<file path="src/rtl/if_id_reg_pkg.sv">
//------------------------------------------------------------------------------
// if_id_reg_pkg
// Shared widths and bubble encoding for the pipeline registers.
// Rev 1.0 - initial release
//------------------------------------------------------------------------------
`default_nettype none

package if_id_reg_pkg;

  localparam int unsigned c_ADDR_W  = 32;
  localparam int unsigned c_INSTR_W = 32;

  // All-zero word doubles as the decode-stage bubble.
  localparam logic [c_INSTR_W-1:0] c_NOP_INSTR = '0;

  typedef struct packed {
    logic [c_ADDR_W-1:0]  nextAddress;
    logic [c_INSTR_W-1:0] instruction;
    logic                 valid;
  } ifIdFields_t;

endpackage

`default_nettype wire

</file>
<file path="src/rtl/if_id_reg_pipe_reg.sv">
//------------------------------------------------------------------------------
// pipe_reg
// Single pipeline field: sync active-low reset, clear beats enable.
// Rev 1.0 - initial release
//------------------------------------------------------------------------------
`default_nettype none

module pipe_reg #(
  parameter int unsigned         WIDTH   = 32,
  parameter logic [WIDTH-1:0]    RST_VAL = '0
) (
  input  logic             clk,
  input  logic             rst,
  input  logic             enable,
  input  logic             clear,
  input  logic [WIDTH-1:0] dataIn,
  output logic [WIDTH-1:0] dataOut
);

  logic [WIDTH-1:0] r_data;

  always_ff @(posedge clk) begin
    if (!rst) begin
      r_data <= RST_VAL;
    end else if (clear) begin
      r_data <= RST_VAL;
    end else if (enable) begin
      r_data <= dataIn;
    end
  end

  assign dataOut = r_data;

endmodule

`default_nettype wire

</file>
<file path="src/rtl/if_id_reg.sv">
//------------------------------------------------------------------------------
// if_id_reg
// IF/ID pipeline register; stall/flush present with IF_ID_HAZARD_EN defined.
// Rev 1.0 - initial release
//------------------------------------------------------------------------------
`default_nettype none

module if_id_reg
  import if_id_reg_pkg::*;
#(
  parameter int unsigned          ADDR_W    = c_ADDR_W,
  parameter int unsigned          INSTR_W   = c_INSTR_W,
  parameter logic [INSTR_W-1:0]   NOP_INSTR = INSTR_W'(c_NOP_INSTR)
) (
  input  logic               clk,
  input  logic               rst,
`ifdef IF_ID_HAZARD_EN
  input  logic               stall,
  input  logic               flush,
`endif
  input  logic [ADDR_W-1:0]  nextAddressIn,
  input  logic [INSTR_W-1:0] instructionIn,
  output logic [ADDR_W-1:0]  nextAddressOut,
  output logic [INSTR_W-1:0] instructionOut,
  output logic               validOut
);

  logic w_enable;
  logic w_clear;

`ifdef IF_ID_HAZARD_EN
  // Flush outranks stall because clear is tested before enable in pipe_reg.
  assign w_enable = ~stall;
  assign w_clear  = flush;
`else
  assign w_enable = 1'b1;
  assign w_clear  = 1'b0;
`endif

  pipe_reg #(
    .WIDTH   (ADDR_W),
    .RST_VAL ({ADDR_W{1'b0}})
  ) u_addrReg (
    .clk     (clk),
    .rst     (rst),
    .enable  (w_enable),
    .clear   (w_clear),
    .dataIn  (nextAddressIn),
    .dataOut (nextAddressOut)
  );

  pipe_reg #(
    .WIDTH   (INSTR_W),
    .RST_VAL (NOP_INSTR)
  ) u_instrReg (
    .clk     (clk),
    .rst     (rst),
    .enable  (w_enable),
    .clear   (w_clear),
    .dataIn  (instructionIn),
    .dataOut (instructionOut)
  );

  pipe_reg #(
    .WIDTH   (1),
    .RST_VAL (1'b0)
  ) u_validReg (
    .clk     (clk),
    .rst     (rst),
    .enable  (w_enable),
    .clear   (w_clear),
    .dataIn  (1'b1),
    .dataOut (validOut)
  );

endmodule

`default_nettype wire

</file>
<file path="config.mk">
export PLATFORM = sky130hd
export DESIGN_NAME = if_id_reg
export DESIGN_NICKNAME = d
export VERILOG_FILES = /design/src/rtl/if_id_reg_pkg.sv /design/src/rtl/if_id_reg_pipe_reg.sv /design/src/rtl/if_id_reg.sv
export SDC_FILE = /design/constraint.sdc
export NUM_CORES = 1
export LEC_CHECK = 0
export ABC_CLOCK_PERIOD_IN_PS = 800
export BUFFER_PORTS_ARGS = -buffer_cell sky130_fd_sc_hd__clkbuf_2
export CAP_MARGIN = 15
export CORE_MARGIN = 2
export CORE_UTILIZATION = 39
export CTS_CLUSTER_DIAMETER = 80
export DETAILED_ROUTE_END_ITERATION = 8
export PLACE_DENSITY_LB_ADDON = 0.12
export SETUP_SLACK_MARGIN = 0.1
export SYNTH_ARGS = -nofsm -noshare
export SYNTH_HDL_FRONTEND = slang
export SYNTH_SLANG_ARGS = --single-unit
</file>
<file path="constraint.sdc">
create_clock -name clk -period 0.8 [get_ports clk]
set_clock_uncertainty 0.2 [all_clocks]
set_input_delay 0.04 -clock clk [delete_from_list [all_inputs] [get_ports clk]]
set_output_delay 0.04 -clock clk [all_outputs]
set_load 0.02 [all_outputs]
</file>
# Yosys cells after proc, flatten, opt, wreduce, memory -nomap -nowiden
# Index checks and enable logic that the tools add are counted.
# op_classes
n_mux	1
# op_table
op	count
$mux W1	1
# word_totals
ff_bits	65
input_bits	66
output_inout_bits	65
elab_cells	4

# Logic depth before layout (Yosys ltp)
# logic_depth
ltp_word	1
ltp_mapped	2
mapped_depth_nobuf	1

# Modules after synthesis
# A second synthesis with hierarchy kept.
# hier_totals
cells_unflattened	213
hier_area_um2	2397.3
# modules_own_cells
module	instances	cells_per_inst	area_each_um2	seq_area_each_um2
pipe_reg at u_addrReg ...	2	104	1173.6	640.6
pipe_reg at u_validReg	1	3	42.5	20.0
if_id_reg	1	2	7.5	0.0

# Worst setup path before layout
# Ideal clock, no wire load.
# synth_timing
path_kind	input port to flip-flop
startpoint	input port rst
endpoint	register u_addrReg.r_data[0], in the netlist u_addrReg.dataOut[0]
setup_time_ns	0.116
arrival_time_ns	0.319
t_required_ns	0.484
path_slack_ns	0.165
stages	2
n_path_buf	1
path_cell_list	clkbuf_2 -> and2_2
# synth_lines
item	line	text
start: declaration	if_id_reg.sv:16	input logic rst,
end signal: assignment	if_id_reg_pipe_reg.sv:28	r_data <= dataIn;
end: declaration	if_id_reg_pipe_reg.sv:20	logic [WIDTH-1:0] r_data;
# No word-level cell between the ends.

# Final worst setup path
# layout_timing
startpoint	register u_instrReg.r_data[19], in the netlist u_instrReg.dataOut[19]
endpoint	output port instructionOut[19]
# layout_lines
item	line	text
start: declaration	if_id_reg_pipe_reg.sv:20	
start signal: assignment	if_id_reg_pipe_reg.sv:28	
end: declaration	if_id_reg.sv:24	output logic [INSTR_W-1:0] instructionOut,
# No word-level cell between the ends.

==> results.yml <==
outcome:
  outcome: "finished with violations"
  violations: "hold timing, setup timing"
final_layout:
  area_growth_pct: 91.2
  final_cell_area_um2: 3460
  fin_util_pct: 78.5
  area.sequential_um2: 1380
  multiInputGateArea_um2: 480
  drive_gt1_share_pct: 100
  fill_cells: 258
  final_cells: 329
  n_antenna_cell: 0
  layout.nets: 338
setup_path:
  crit_family: "flip-flops"
  path_max_fanout: 1
  critPathSlowestCell: "dfxtp_2"
  end_kind: "output pin"
  critPathBufInv: 1
  crit_chain: "buf_8"
  worstPathArrival_ps: 800
  worstSetupStartpointType: "flop"
  worst-endpoint-required_ps: 560
  slowest_delay_ps: 360
  worstSetupPathType: "flop to output pin"
floorplan:
  placement_rows: 24
  dieArea_um2: 5210
  ios: 131
  coreArea_um2: 4410
  start_util_pct: 41.0
  die_w_um: 72.2
  die_h_um: 72.2
worst_hold_path:
  hold_path_depth: 2
  hold_path_startpoint: "instructionIn[22]"
  min_to: "u_instrReg.dataOut[22]"
  min_path_type: "primary input to flop"
timing:
  tightest_slew_ps: 110
  relSlewSlack_pct: 92.7
  hold_violations: 65
  rsz0062_at_grt: "yes"
  fin_tns_setup_ps: -13350
  whs_ps: -270
  fmax_ghz: 0.964
  period_minus_slack_ps: 1040
  post-route-period-util_pct: 130
  finalMaxSlewViolations: 0
  finalWorstSetupSlack_ps: -237
  setup_viol: 65
clocking:
  numCtsBuffers: 9
  cts_setup_buffers: 0
  cts_buffer_depth: 2
  clkSinkCount: 65
  cts_tree: "done"
  path_clk_slew_ps: 70
  h-tree-depth: 3
  ctsRootBufferMaster: "clkbuf_8"
pwr:
  total_leakage_power_uw: 0.00164
  p_per_area_nw_per_um2: 2110
  peakVddDrop_mv: 1.64
placed_design:
  placed_cells: 313
  dp_slack_ps: -37.1
  port_buffers: 130
  gp_congestion: 0.687
  hpwl_um: 2720
  placed_cell_area_um2: 2540
global_routing:
  grt_antenna_before_repair: 0
  grt_max_degree: 35
  grt_pass1_vias: 1388
  gr-total-overflow: 0
  grt_util_all_layers_pct: 17.5
  grt_pass1_wl_um: 6600
detailed_routing:
  ant_nets: 0
  route.detailed.wl_per_inst_um: 13.7
  wl_um: 4500
  drc: 0
  drtIter0Drc: 48
  drt-pass1-iter-count: 4
  vias: 1405
  vias_per_cell: 4.27
synthesis:
  ys_ff_latch: 65
  yosys_warnings: 0
  avgSynthCellArea_um2: 13.4
  netlist_area_um2: 1810
  synthCells: 135
  ys_seq_area_share_pct: 71.8
  synth_fp_nets: 201
  synth.distinct_cells: 3
job:
  maxCapViolCount: 0
## layout by cell type (no fill, tap or decap)
cell type / n
buf_8: 65
clkinvlp_4: 1
buf_12: 2
bufinv_16: 1
and2_2: 64
clkbuf_8: 10
dfxtp_2: 65
clkbuf_2: 65
clkinv_2: 4
## how the worst max path moves through the flow
stage	from	end	slack [ps]	cells after the start
2_1_floorplan	rst	u_addrReg.dataOut[0]	160	2
3_3_place_gp	rst	u_instrReg.dataOut[26]	-30	3
3_5_place_dp	rst	u_instrReg.dataOut[26]	-40	3
4_1_cts	u_addrReg.dataOut[24]	nextAddressOut[24]	-250	1
5_1_grt	u_instrReg.dataOut[19]	instructionOut[19]	-270	1
6_report	u_instrReg.dataOut[19]	instructionOut[19]	-240	1
## synth_stat cells (all sizes together)
library cell	count	area share, %
clkbuf	6	1.7
dfxtp	65	72
and2	64	27
## power by group
group,switching (µW),internal (µW),total (µW)
clock,1190,1500,2690
combinational,395,674,1070
sequential,117,3450,3570
total,1700,5620,7320
## area by class of cell
type | count | area share (%)
Tap cell | 52 | 1.88
Timing Repair Buffer | 132 | 38.7
Multi-Input combinational cell | 64 | 13.9
Clock inverter | 6 | 1.66
Clock buffer | 10 | 3.97
Sequential cell | 65 | 39.9
## sequential cells by signal, summed over array words and instances (netlist names)
signal and flops:
u_instrReg.dataOut 32, u_addrReg.dataOut 32, u_validReg.dataOut 1
## timing repair
action / 4_1_cts / 5_1_grt
setup endpoints to repair: 65 / 65
hold endpoints to repair: 65 / 65
resized for setup: 185 / 72
## metrics by stage
step	hold WS (ps)	total power (µW)
5_1_grt	-285	7610
3_5_place_dp	62.5	4270
3_3_place_gp	55.6	4260
4_1_cts	-289	7260
6_report	-270	7320
2_1_floorplan	-132	3920
## per-layer routing
layer  vias to the layer above  GRT usage (%)  routed length [µm]
met5                         -              0                   0
met2                        80           31.3                2430
met3                         9           7.92                 479
met4                         0           10.1                  84
met1                       634           16.2                1500
li1                        682              -                   -
## kinds of logic after synthesis
logic type             after synthesis  share of synthesized area, %
buffers and inverters                6                          1.66
and+or+nand+nor                     64                          26.5
DFF                                 65                          71.8
Note: power is estimated with default switching activity, not from simulation.
